[src/rtl/crop_window.sv]
// Fixed-width horizontal crop of a raster pixel stream with window-relative coordinates.
// The window start is shadowed and only applied at the frame-start pixel.
module crop_window #(
   parameter int H_ACTIVE = 640,
   parameter int V_ACTIVE = 480,
   parameter int CROP_W   = 256,
   parameter int DATA_W   = 10
) (
   input  logic              iCLK,
   input  logic              iRST,
   input  logic [DATA_W-1:0] iDATA,
   input  logic              iDVAL,
   input  logic [15:0]       iXSTART,
   input  logic              iXSTART_VAL,
   output logic [DATA_W-1:0] oDATA,
   output logic              oDVAL,
   output logic [15:0]       oX_Cont,
   output logic [15:0]       oY_Cont,
   output logic              oFRAME_DONE
);

   localparam logic [15:0] MAX_START = 16'(H_ACTIVE - CROP_W);
   localparam logic [15:0] LAST_X    = 16'(H_ACTIVE - 1);
   localparam logic [15:0] LAST_Y    = 16'(V_ACTIVE - 1);
   localparam logic [15:0] WIN_LAST  = 16'(CROP_W - 1);

   typedef enum logic {IDLE, ACTIVE} state_t;

   state_t      state, stateNext;
   logic [15:0] xIn, yIn;
   logic [15:0] pendStart, actStart;
   logic [15:0] reqClamped;
   logic [15:0] xsEff, winEnd, xRel;
   logic        frameStart;
   logic        acceptPix;
   logic        lastPix;

   assign frameStart = iDVAL && (xIn == '0) && (yIn == '0);
   assign reqClamped = (iXSTART > MAX_START) ? MAX_START : iXSTART;
   // The frame-start pixel is judged against the value being loaded, not the stale one.
   assign xsEff      = frameStart ? pendStart : actStart;
   assign winEnd     = xsEff + WIN_LAST;
   assign xRel       = xIn - xsEff;

   // State register
   always_ff @(posedge iCLK) begin
      if (!iRST) state <= IDLE;
      else       state <= stateNext;
   end

   // Next-state logic
   always_comb begin
      stateNext = state;
      case (state)
         IDLE:    if (frameStart) stateNext = ACTIVE;
         ACTIVE:  stateNext = ACTIVE;
         default: stateNext = IDLE;
      endcase
   end

   // Output decode
   always_comb begin
      acceptPix = 1'b0;
      if (iDVAL && ((state == ACTIVE) || frameStart))
         acceptPix = (xIn >= xsEff) && (xIn <= winEnd);
      lastPix = acceptPix && (xRel == WIN_LAST) && (yIn == LAST_Y);
   end

   // Input raster counters
   always_ff @(posedge iCLK) begin
      if (!iRST) begin
         xIn <= '0;
         yIn <= '0;
      end else if (iDVAL) begin
         if (xIn == LAST_X) begin
            xIn <= '0;
            yIn <= (yIn == LAST_Y) ? '0 : yIn + 16'd1;
         end else begin
            xIn <= xIn + 16'd1;
         end
      end
   end

   // Start shadowing: a same-cycle strobe lands in pending after active has been loaded
   always_ff @(posedge iCLK) begin
      if (!iRST) begin
         pendStart <= '0;
         actStart  <= '0;
      end else begin
         if (frameStart)  actStart  <= pendStart;
         if (iXSTART_VAL) pendStart <= reqClamped;
      end
   end

   always_ff @(posedge iCLK) begin
      if (!iRST) begin
         oDATA       <= '0;
         oDVAL       <= 1'b0;
         oX_Cont     <= '0;
         oY_Cont     <= '0;
         oFRAME_DONE <= 1'b0;
      end else begin
         oDVAL       <= acceptPix;
         oFRAME_DONE <= lastPix;
         if (acceptPix) begin
            oDATA   <= iDATA;
            oX_Cont <= xRel;
            oY_Cont <= yIn;
         end
      end
   end

endmodule

[config.mk]
export PLATFORM = sky130hd
export DESIGN_NAME = crop_window
export DESIGN_NICKNAME = d
export VERILOG_FILES = /design/src/rtl/crop_window.sv
export SDC_FILE = /design/constraint.sdc
export NUM_CORES = 1
export LEC_CHECK = 0
export ABC_AREA = 1
export BUFFER_PORTS_ARGS = -buffer_cell sky130_fd_sc_hd__buf_2
export CORE_MARGIN = 4
export CORE_UTILIZATION = 40
export CTS_CLUSTER_DIAMETER = 100
export DETAILED_ROUTE_END_ITERATION = 7
export PLACE_DENSITY = 0.64
export SETUP_SLACK_MARGIN = 0.1
export SYNTH_ARGS = -nofsm -noshare
export SYNTH_HDL_FRONTEND = slang
export SYNTH_SLANG_ARGS = --single-unit
export TNS_END_PERCENT = 50
[constraint.sdc]
create_clock -name iCLK -period 4.6 [get_ports iCLK]
set_clock_uncertainty 0.05 [all_clocks]
set_input_delay 0 -clock iCLK [delete_from_list [all_inputs] [get_ports iCLK]]
set_output_delay 0 -clock iCLK [all_outputs]
set_load 0.01 [all_outputs]
======== Word-level counts from Yosys, hierarchy flattened ========
Index checks and enable logic that the tools add are counted.
operators by class
  add/subtract/negate cells ............... 4
  shift-type cells ........................ 0
  bitwise operators ....................... 1
  div/mod/pow operators ................... 0
  multiplexer cells ....................... 7
  eq/ne operators ......................... 3
  reductions and logical operators ........ 10
  $mul .................................... 0
  order comparisons ....................... 3
operator list
  cell                   number
  $mux 16                4
  $add 16x1->16 const B  2
  $logic_not 16->1       2
  $add 16x8->16 const B  1
  $eq 16x10->1 const B   1
  $eq 16x8->1 const B    1
  $eq 16x9->1 const B    1
  $ge 16x16->1           1
  $gt 16x9->1 const B    1
  $le 16x16->1           1
  $sub 16x16->16         1
  $logic_and 1x1->1      6
  $mux 1                 2
  $pmux 1 s2             1
  $reduce_and 2->1       1
  $logic_or 1x1->1       1
  $not 1->1              1
storage, ports and cells
  bits in latches ......................... 0
  bits in read-only memories .............. 0
  bits in writable memories ............... 0
  memories kept ........................... 0
  register bits ........................... 109
  word-level logic and storage cells ...... 38
  input bits .............................. 30
  output and inout bits ................... 44

======== Longest topological paths before layout ========
  depth in word-level cells ............... 10
  gate-level depth with buffers ........... 30
  mapped depth without buffers ............ 28

======== Least setup slack after synthesis ========
Ideal clock, no wire load.
  path type ............................... reg-to-reg
  from .................................... reg xIn[0]
  to ...................................... reg oDATA[0]
  data arrival time ....................... 3.283 ns
  period minus slack after synthesis ...... 3.404 ns
  cell stages (with the launch flop) ...... 28
  library setup time ...................... 0.070 ns
  setup slack ............................. 1.196 ns
  cell sequence ........................... dfxtp_1 > inv_1 > ha_1 > nand2_1 > inv_1 > nand2_1 > nor2_1 > nand2_4 > nor2_8 > buf_6 > nand2_1 > nand2_2 > ha_1 > nand2_1 > nor2_4 > nand2_4 > nand4_1 > nand2_1 > ha_1 > nand4_1 > nor2_1 > nand2_1 > nand2_1 > nand2_1 > nand3_2 > clkbuf_1 > nand2_1 > a21oi_1
between the ends
  cells in the longest elaborated chain, start to end .. 8
  elaborated cells between the ends (all ways) .. 11
  those cells by class .................... add/sub (1); order compare (2); mux (2); reduce/logical (6)
RTL lines
  item                             RTL line  source
  from (decl)                      30        logic [15:0] xIn, yIn;
  from (signal assigned)           79        xIn <= xIn + 16'd1;
  $logic_not 16->1                 38        assign frameStart = iDVAL && (xIn == '0) && (yIn == '0);
  $logic_and 1x1->1 (2 in series)  38
  $mux 16                          n/a
  $add 16x8->16                    42        assign winEnd = xsEff + WIN_LAST;
  $le 16x16->1                     65        acceptPix = (xIn >= xsEff) && (xIn <= winEnd);
  $logic_and 1x1->1                65
  $mux 1 (*)                       64        if (iDVAL && ((state == ACTIVE) || frameStart))
  to (signal assigned)             106       oDATA <= iDATA;
  to (decl)                        15        output logic [DATA_W-1:0] oDATA,
Mark *: on every way between the ends. The rest lies on a longest branch, timed or not.
A chain may end at the register's enable or synchronous reset.

======== Worst setup path after layout ========
  from .................................... reg xIn[0]
  to ...................................... reg oY_Cont[6]
between the ends
  cells in the longest elaborated chain, start to end .. 8
  elaborated cells between the ends (all ways) .. 11
  those cells by class .................... add/sub (1); order compare (2); mux (2); reduce/logical (6)
RTL lines
  item                             RTL line  source
  $logic_not 16->1                 38
  $logic_and 1x1->1 (2 in series)  38
  $mux 16                          n/a
  $add 16x8->16                    42
  $le 16x16->1                     65
  $logic_and 1x1->1                65
  $mux 1 (*)                       64
  to (signal assigned)             108       oY_Cont <= yIn;
  to (decl)                        18        output logic [15:0] oY_Cont,
Marked as above.

==> flow_metrics.tcl <==
set metrics [dict create \
    outcome "finished, final reports clean" \
    worst_slack_ns 0.601 \
    grt_first_pass_wirelength_microns 28600 \
    drtPass1Iterations 5 \
    cts-htree-levels 3 \
    core_sq_mm 0.0158 \
    rr_worst_depth 28 \
    cap_viol_max_count 0 \
    r2r_slack_ns 0.60 \
    clock_sinks 109 \
    postSynthAreaPerCell_sq_um 6.76 \
    cts_buffers 9 \
    async_reset_ff_share_pct 0 \
    worstPathArrival_ns 4.23 \
    finalSetupViolations 0 \
    ctsLongestPathBuffers 2 \
    min_path_type "input pin to flop" \
    crit_buf_inv 4 \
    gp_congestion 0.955 \
    holdWs_ns 0.0138 \
    final_common_cell "nand2_1" \
    start_util_pct 40.7 \
    cp-start-kind "flop" \
    layout.nets 1111 \
    die-area_sq_mm 0.0182 \
    reg2reg_from "xIn[0]" \
    relSlewSlack_pct 38.6 \
    synth_cells 953 \
    tightest_slew_ns 0.920 \
    drtIter0Drc 328 \
    ys.flop_type "dfxtp_1" \
    grt_max_degree 51 \
    postRouteAntennaNets 0 \
    fin_util_pct 47.7 \
    ys_warn_count 0 \
    worstHoldPathCells 2 \
    numPortBuffers 73 \
    finalNonFillerCells 1264 \
    dp_slack_ns 0.522 \
    clock_latency_ns 0.37 \
    cp.required_ns 4.84 \
    worstHoldStart "iXSTART_VAL" \
    finalHoldViolations 0 \
    crit_top_cell "nand2_1" \
    synth_edf_count 0 \
    die_height_microns 135 \
    drc 0 \
    cp_max_fo 38 \
    syn_area_sq_mm 0.00644 \
    die_width_microns 135 \
    finalSetupTns_ns 0 \
    io_pins 74 \
    critPathSlowestCell "dfxtp_1" \
    yosys.area.top_type "dfxtp_1" \
    drv_slew 0 \
    peakVddDrop_mv 0.194 \
    critPathCaptureType "flop" \
    synth_nets 1021 \
    wl_microns 16800 \
    cts_tree "done" \
    ys_top_cells_by_area "dfxtp_1 34%, nand2_1 16%, ha_1 7.2%" \
    viasPerCell 4.95 \
    p_per_area_mw_per_mm2 316 \
    max_freq_ghz 0.250 \
    min_period_ns 4.00 \
    hpwl_microns 12400 \
    clk_pin_slew_ns 0.08 \
    cts.repair.resized 0 \
    hold_end "pendStart[0]" \
    final_cell_mix "268 x nand2_1, 109 x nor2_1, 109 x dfxtp_1" \
    rsz0062_at_grt "no" \
    yosysSeqAreaShare_pct 33.9 \
    syn_to_final_growth_pct 17.3 \
    r2r-end "oY_Cont[6]" \
    fin_area_sq_mm 0.00755 \
    grt_pass1_vias 6078 \
    synth_seq_cells 109 \
    p_total_mw 2.39 \
    gr-usage-all-layers_pct 19.3 \
    rows 46 \
    synth.top_cell.area_share_pct 33.9 \
    critical-path-max-stage-delay_ns 0.34 \
    critical-path-top-delay-family "simple AND/OR/NAND/NOR gates" \
    crit_type "flop to flop" \
    placed_cells 1225 \
    n_antenna_cell 0 \
    p_leak_nw 3.46 \
    min_period_over_period_pct 86.9 \
    antenna_found_initial 0 \
    vias 6251 \
    routedWlPerCell_microns 13.3 \
    cts_root_buffer "clkbuf_16" \
    place_area_sq_mm 0.00700 \
    drive_above_1_share_pct 12.9 \
    grt-ovfl-total 0 \
    synth_cell_types 43 \
]
sequential cells by signal, indices dropped and copies added (netlist names):
register	cells
actStart	16
oX_Cont	16
oY_Cont	16
pendStart	16
xIn	16
yIn	16
oDATA	10
oDVAL	1
oFRAME_DONE	1
state	1
per-layer routing:
| metal | wire [microns] | up-vias | share of wire (%) | GRT usage [%] |
|---|---|---|---|---|
| met5 | 0 | - | 0 | 0 |
| met4 | 311 | 0 | 1.9 | 7.01 |
| met3 | 947 | 23 | 5.6 | 3.58 |
| met2 | 7530 | 158 | 45 | 31.5 |
| met1 | 8020 | 2796 | 48 | 25.6 |
| li1 | - | 3274 | - | - |
worst max-delay path by stage:
| stage | cells after the start | slack (ns) | from | end |
|---|---|---|---|---|
| after global routing | 28 | 0.12 | xIn[0] | oY_Cont[6] |
| after CTS | 28 | 0.48 | xIn[0] | oY_Cont[6] |
| after global placement | 28 | 0.65 | xIn[0] | oY_Cont[9] |
| final | 28 | 0.60 | xIn[0] | oY_Cont[6] |
| after floorplan | 27 | 1.20 | xIn[0] | oDATA[0] |
| after detailed placement | 28 | 0.52 | xIn[0] | oY_Cont[6] |
Yosys cell counts (all sizes together), types with 2 or more instances:
cell	instances
o21bai	7
buf	10
xnor2	4
nand3	49
clkbuf	14
xor2	16
nand2	283
a21o	2
nor2	116
inv	109
nor3b	4
o21a	4
dfxtp	109
a21oi	85
nand4	22
nor4	3
ha	37
nor3	25
o21ai	40
a31oi	5
nand3b	2
layout make-up:
type	count	area, sq um
Timing Repair Buffer	102	651
Clock buffer	9	225
Inverter	109	409
Tap cell	216	270
Clock inverter	7	90.1
Multi-Input combinational cell	712	3720
Sequential cell	109	2180
Fill cell	1627	8280
cells by family after synthesis:
group                      after synthesis  share of synthesized area (%)
AOI/OAI and AO/OA                      147                           12.9
xor gates and xnor gates                20                           2.72
adders and majority gates               38                           7.50
buffers and inverters                  133                           8.47
DFF                                    109                           33.9
and+or+nand+nor                        506                           34.5
worst reg2reg max path: cells and delay by family, from the launching register on:
kind | cells | cell delay [ns]
adders and majority gates | 3 | 0.71
DFF | 1 | 0.34
xor gates and xnor gates | 1 | 0.13
and+or+nand+nor | 19 | 2.06
buffers and inverters | 4 | 0.49
AOI/OAI and AO/OA | 1 | 0.13
what timing repair did:
item,CTS,global route
buffers inserted,0,0
setup endpoints to repair,0,37
hold buffers,22,0
hold endpoints to repair,23,0
report_power, final:
part           internal (mW)  switching, mW  total, mW  leakage [nW]
registers              0.966         0.0120      0.978         0.883
logic                  0.193          0.376      0.569          2.42
clock network          0.439          0.398      0.838         0.156
total                   1.60          0.786       2.39          3.46
(Power assumes the default switching activity.)
